$ cat src/rtl/regfile_pkg.sv
// Shared definitions for the register-file write-back scheduler.
package regfile_pkg;

    localparam int WIDTH_DEF = 32;
    localparam int DEPTH_DEF = 32;

    // Register x0 is hard-wired to zero and never written or tracked.
    localparam logic [31:0] REG_ZERO = '0;

    // Round-robin history: which requester received the most recent grant.
    typedef enum logic {LAST_ALU, LAST_LSU} wb_last_t;

    // Address width for a register file of d entries (at least one bit).
    function automatic int aw_of(input int d);
        return (d > 1) ? $clog2(d) : 1;
    endfunction

endpackage

$ cat src/rtl/wb_scoreboard.sv
// Pending-destination scoreboard: one busy bit per register, set when an
// instruction issues and cleared when its write-back is granted.
module wb_scoreboard
    import regfile_pkg::*;
#(
    parameter int DEPTH = DEPTH_DEF,
    localparam int AW = aw_of(DEPTH)
) (
    input  logic             clk,
    input  logic             rst,
    input  logic             issue_valid,
    input  logic [AW-1:0]    issue_rs1,
    input  logic [AW-1:0]    issue_rs2,
    input  logic [AW-1:0]    issue_rd,
    input  logic             clr_en,
    input  logic [AW-1:0]    clr_rd,
    output logic [DEPTH-1:0] busy,
    output logic             stall
);

    logic [DEPTH-1:0] busy_q;
    logic [DEPTH-1:0] busy_d;
    logic             set_en;

    // Hazard detection against all three operands of the presented instruction.
    always_comb begin
        stall  = issue_valid && (busy_q[issue_rs1] || busy_q[issue_rs2] || busy_q[issue_rd]);
        set_en = issue_valid && !stall && (issue_rd != AW'(REG_ZERO));
    end

    // Next busy vector: clear first so a same-cycle set of the same register wins.
    always_comb begin
        busy_d = busy_q;
        if (clr_en) begin
            busy_d[clr_rd] = 1'b0;
        end
        if (set_en) begin
            busy_d[issue_rd] = 1'b1;
        end
        busy_d[0] = 1'b0;
    end

    // Busy register; reset forgets every outstanding write.
    always_ff @(posedge clk or posedge rst) begin
        if (rst) begin
            busy_q <= '0;
        end else begin
            busy_q <= busy_d;
        end
    end

    assign busy = busy_q;

endmodule

$ cat src/rtl/regfile_wb_sched.sv
// Write-back scheduler: round-robin arbitration of the single register-file
// write port between ALU and LSU, a registered write stage, and a sticky
// error flag for write-backs that retire to a register nobody was waiting on.
module regfile_wb_sched
    import regfile_pkg::*;
#(
    parameter int WIDTH = WIDTH_DEF,
    parameter int DEPTH = DEPTH_DEF,
    localparam int AW = aw_of(DEPTH)
) (
    input  logic             clk,
    input  logic             rst,
    input  logic             ALU_VALID,
    output logic             ALU_READY,
    input  logic [AW-1:0]    ALU_RD,
    input  logic [WIDTH-1:0] ALU_DATA,
    input  logic             LSU_VALID,
    output logic             LSU_READY,
    input  logic [AW-1:0]    LSU_RD,
    input  logic [WIDTH-1:0] LSU_DATA,
    input  logic             ISSUE_VALID,
    input  logic [AW-1:0]    ISSUE_RS1,
    input  logic [AW-1:0]    ISSUE_RS2,
    input  logic [AW-1:0]    ISSUE_RD,
    output logic             STALL,
    output logic             REGWRITE,
    output logic [AW-1:0]    ADR_WR_REG,
    output logic [WIDTH-1:0] WR_DATA,
    output logic             WB_ERR
);

    wb_last_t         last_q, last_d;
    logic             we_q, we_d;
    logic [AW-1:0]    adr_q, adr_d;
    logic [WIDTH-1:0] data_q, data_d;
    logic             err_q, err_d;

    logic             alu_gnt, lsu_gnt, gnt;
    logic [AW-1:0]    gnt_rd;
    logic [WIDTH-1:0] gnt_data;
    logic             gnt_wr;
    logic [DEPTH-1:0] busy;

    // Round-robin arbiter: a lone requester wins; on a tie the one not granted last wins.
    always_comb begin
        alu_gnt  = ALU_VALID && (!LSU_VALID || (last_q == LAST_LSU));
        lsu_gnt  = LSU_VALID && (!ALU_VALID || (last_q == LAST_ALU));
        gnt      = alu_gnt || lsu_gnt;
        gnt_rd   = alu_gnt ? ALU_RD : LSU_RD;
        gnt_data = alu_gnt ? ALU_DATA : LSU_DATA;
        gnt_wr   = gnt && (gnt_rd != AW'(REG_ZERO));
        last_d   = last_q;
        if (alu_gnt) begin
            last_d = LAST_ALU;
        end else if (lsu_gnt) begin
            last_d = LAST_LSU;
        end
    end

    // Output stage and error flag next-state; address/data hold when idle.
    always_comb begin
        we_d   = gnt_wr;
        adr_d  = adr_q;
        data_d = data_q;
        if (gnt) begin
            adr_d  = gnt_rd;
            data_d = gnt_data;
        end
        err_d = err_q || (gnt_wr && !busy[gnt_rd]);
    end

    // State registers; reset drops any pending write and restarts arbitration.
    always_ff @(posedge clk or posedge rst) begin
        if (rst) begin
            last_q <= LAST_LSU;
            we_q   <= 1'b0;
            adr_q  <= '0;
            data_q <= '0;
            err_q  <= 1'b0;
        end else begin
            last_q <= last_d;
            we_q   <= we_d;
            adr_q  <= adr_d;
            data_q <= data_d;
            err_q  <= err_d;
        end
    end

    wb_scoreboard #(.DEPTH(DEPTH)) u_scoreboard (
        .clk         (clk),
        .rst         (rst),
        .issue_valid (ISSUE_VALID),
        .issue_rs1   (ISSUE_RS1),
        .issue_rs2   (ISSUE_RS2),
        .issue_rd    (ISSUE_RD),
        .clr_en      (gnt_wr),
        .clr_rd      (gnt_rd),
        .busy        (busy),
        .stall       (STALL)
    );

    assign ALU_READY  = alu_gnt;
    assign LSU_READY  = lsu_gnt;
    assign REGWRITE   = we_q;
    assign ADR_WR_REG = adr_q;
    assign WR_DATA    = data_q;
    assign WB_ERR     = err_q;

endmodule

$ cat config.mk
export PLATFORM = sky130hd
export DESIGN_NAME = regfile_wb_sched
export DESIGN_NICKNAME = d
export VERILOG_FILES = /design/src/rtl/regfile_pkg.sv /design/src/rtl/wb_scoreboard.sv /design/src/rtl/regfile_wb_sched.sv
export SDC_FILE = /design/constraint.sdc
export NUM_CORES = 1
export LEC_CHECK = 0
export CAP_MARGIN = 10
export CORE_MARGIN = 5
export CORE_UTILIZATION = 35
export CTS_CLUSTER_DIAMETER = 50
export DETAILED_ROUTE_END_ITERATION = 6
export PLACE_DENSITY_LB_ADDON = 0.2
export SLEW_MARGIN = 20
export SYNTH_ARGS = -nofsm -noshare
export SYNTH_HDL_FRONTEND = slang
export SYNTH_SLANG_ARGS = --single-unit
$ cat constraint.sdc
create_clock -name clk -period 5.95 [get_ports clk]
set_clock_uncertainty 0.1 [all_clocks]
set_input_delay 1.19 -clock clk [delete_from_list [all_inputs] [get_ports clk]]
set_output_delay 1.19 -clock clk [all_outputs]
set_load 0.05 [all_outputs]
==> results <==
- The clock transition at the register clock pins on the worst setup and hold paths after CTS is 60 ps.
- The final max-slew violation count is 0.
- The first TritonRoute pass finished after 6 iterations.
- The power per unit of standard cell area is between 200 and 300 nW/um2.
- The core region is 14400 um2.
- Setup violations remaining at the end of the flow were counted as 0.
- Counting distinct cell types in the post-synthesis netlist gives 57.
- After clock tree synthesis, the setup repair step added 0 buffers.
- By area the synthesized netlist is led by dfrtp_1, mux4_2, o21ai_0, a21oi_1, nand2_1.
- In this run the critical register-to-register path is launched from last_q.
- The count of nets left with antenna violations once routing finished came out at 0.
- The first-iteration detailed-routing DRC count is approximately 730.
- The endpoint of the worst-slack reg-to-reg timing path is WB_ERR.
- Dividing the detail-routed wire length by the instance count gives between 20 and 25 um.
- Once the clock tree was built, the resizer swapped 0 gates to a different size.
- In this run the most critical hold path is launched from WB_ERR.
- The first global-routing pass estimated about 29000 um of wire.
- In the global route stage, overall resource usage came out at ~22%.
- The site row count is 44.
- The setup check on the worst reg-to-reg path leaves a slack of 2580 ps.
- The number of global-route vias before repair is between 5000 and 6000.
- Leaving out fill and tap cells, the most frequent cell in the layout is clkdlybuf4s50_1.
- The kind of capture point of the worst setup path is an output pin.
- The number of standard cells in the final layout excluding fillers is 880.
- The hold-fix buffer count after cts is 0.
- The clock group share of total power is a little over a quarter.
- Detailed placement finished with a half-perimeter wire length of roughly 13000 um.
- The final worst-path setup slack is 655 ps.
- Summing the areas of all compound-gate instances in the mapped netlist gives around a quarter of the synthesized area.
- The primary flip-flop cell chosen by synthesis mapping is dfrtp_1.
- The number of antenna violations at the first check in global routing is 0.
- Summing the areas of all and, or, nand and nor instances in the mapped netlist gives about a fifth of the synthesized area.
- The leakage power of the design is roughly 2.5 nW.
- The worst setup path is launched from a primary input.
- The mean area per synthesized cell is between 8 and 9 um2.
- The remaining routing DRC violations is 0.
- The tree is rooted in a clkbuf_16.
- The worst-case IR drop observed on VDD is ~0.16 mV.
- Synthesis inferred 71 register bits.
- The data arrival time at the worst-slack endpoint is around 4000 ps.
- The count of flip-flops with a built-in enable after synthesis is 0.
- The share of total power in combinational logic is a little over a third.
- The number of max-cap violations is 0.
- The number of H-tree branching levels is 3.
- The actual slew at the worst max-slew pin is approximately 970 ps.
- The highest clock frequency the design can meet is ~190 MHz.
- The starting utilization of the core area is between 30% and 40%.
- The total placed cells including tap cells is roughly 870.
- The synthesized netlist cell count is between 500 and 600.
- The area added between synthesis and finish is 33.2%.
- The number of fill cells is around 1400.
- The clock tree from TritonCTS is yes.
- The post-synth net total is between 600 and 700.
- During I/O placement, the number of pins put on the boundary was roughly 140.
- The worst setup timing slack at the placement stage is ~670 ps.
- After global routing the overflow that remains totals 0.
- In the final layout, the share of cells above drive strength 1 is 8.05%.
- The accumulated negative setup slack is 0 ps.
- By area, the combinational part of the netlist is dominated by compound AO/OA/AOI/OAI gates.
- After Yosys synthesis, full adders, half adders and majority gates account for 0% of the synthesized area.
- 0 antenna diodes ended up in the layout.
- The worst-case hold path end point is WB_ERR.
- The final worst-path cycle share is about nine tenths.
- Measured against its own limit, the worst slew margin works out to a little over a third.
- The tightest min-delay check is of the reg -> reg type.
- The worst hold margin is roughly 430 ps.
- The summed instance area of the synthesized netlist is between 5000 and 6000 um2.
- The worst path required time is approximately 4700 ps.
- The maximum number of buffers from clock root to sink is 2.
- Setup repair after global routing left no endpoint under its margin.
- The number of cell instances on the worst register-to-register path is 7.
- In the layout the commonest cells are clkdlybuf4s50_1, nand2_1, o21ai_0, a21oi_1, dfrtp_1.
- The fraction of the yosys area taken by sequential cells is a little over a third.
- The die boundary width is approximately 130 um.
- The internal power is around 0.0012 W.
- The worst setup path is of the in -> out kind.
- The switching share of total power is roughly two fifths.
- Entering global routing, the biggest net connects 69 pins.
- For the worst-skew pair, the clock arrives at the later sink with an insertion delay of ~340 ps.
- The instance count along the most critical hold path is 1.
- Summed over its instances, the top area cell type makes up about a third of the synthesized netlist area.
- The minimum period implied by the final worst setup slack is 5300 ps.
- The post-synthesis mux area share is between 10% and 20%.
- The global placer's final weighted congestion is 0.935.
- The height of the chip is 130 um.
- Clock tree synthesis inserted a total of 9 buffers.
- The cell accounting for the most synthesized area is dfrtp_1.
- The count of yosys warnings during synthesis is 0.
- In this run the worst path has a maximum fanout of 12.
- The routed layout has 5204 vias.
- The final hold violation count was 0.
- The die covers roughly 17000 um2.
- After detailed routing, the number of vias per cell comes to about 5.9.
- After Yosys synthesis, XOR and XNOR cells account for 0% of the synthesized area.
- Wires add up to around 19000 um.
- The total number of clock tree sinks is 71.
- The fraction of registers with async set or reset after synthesis is 100%.
- The switching power of the nets is ~0.00078 W.
- The run finished with clean final reports.
- The share of total power dissipated in sequential elements is between 30% and 40%.
- Buffers placed on the I/O ports in this run total approximately 140.
- The net count reported at finish is roughly 790.
registers in the layout, summed over array words and instances, names as in the netlist:
| signal | flops |
|---|---|
| WR_DATA | 32 |
| WB_ERR | 1 |
| ADR_WR_REG | 5 |
| u_scoreboard.busy | 31 |
| REGWRITE | 1 |
| last_q | 1 |
Yosys cell counts (all sizes together) (7+ instances only):
cell type  instances
a21oi             73
a311oi             8
and2               7
buf               18
clkbuf            31
dfrtp             70
inv               10
mux2               7
mux2i             25
mux4              19
nand2             77
nand2b            44
nand3              7
nor2              13
nor2b             12
o21ai             99
routing by layer:
layer,GRT usage (%),vias up,wire length [um]
li1,-,2368,-
met1,29.1,2495,7610
met2,35.7,309,8770
met3,5.04,32,1870
met4,8.47,0,419
met5,0,-,0
worst max-delay path, cell delays in order:
cell and delay, ps:
clkdlybuf4s50_1 840, buf_4 260, mux2_2 340, a32oi_1 190, o221ai_1 150, a211oi_2 200, a31oi_1 120, clkdlybuf4s50_1 710
cells by family after synthesis:
logic type	after synthesis
simple gates	184
compound gates	226
flops	71
buf+inv	59
mux	51
area by class of cell:
type	count	area, um2	area share, %
clock buffers	11	253	3.74
well taps	184	230	3.40
multi-input cells	461	3030	44.9
flip-flops and latches	71	1780	26.3
repair buffers	139	1370	20.3
inverters	10	40.0	0.592
clock inverters	4	55.1	0.814
metrics by stage:
| step | area (um2) | power [W] | utilization, % |
|---|---|---|---|
| after floorplan | 5070 | 0.00116 | - |
| after global placement | 6450 | 0.00145 | 44.9 |
| after detailed placement | 6450 | 0.00147 | 44.9 |
| after CTS | 6760 | 0.00203 | 47.1 |
| after global routing | 6760 | 0.00212 | 47.1 |
| final | 6760 | 0.00202 | 47.1 |
power groups by stage:
| stage | registers (W) | logic (W) | clock network [W] |
|---|---|---|---|
| 6_report | 0.000767 | 0.000705 | 0.000550 |
| 5_1_grt | 0.000776 | 0.000759 | 0.000583 |
| 4_1_cts | 0.000758 | 0.000703 | 0.000567 |
| 3_5_place_dp | 0.000765 | 0.000701 | 0 |
| 3_3_place_gp | 0.000766 | 0.000683 | 0 |
| 2_1_floorplan | 0.000785 | 0.000379 | 0 |
how the worst max path moves through the flow:
stage           startpoint     to  slack (ps)  cells after the start
2_1_floorplan  ISSUE_RD[1]  STALL        1620                      7
3_3_place_gp   ISSUE_RD[1]  STALL         750                      8
3_5_place_dp   ISSUE_RD[1]  STALL         670                      8
4_1_cts        ISSUE_RD[1]  STALL         680                      8
5_1_grt        ISSUE_RD[1]  STALL         520                      8
6_report       ISSUE_RD[1]  STALL         650                      8
(Power assumes the default switching activity.)
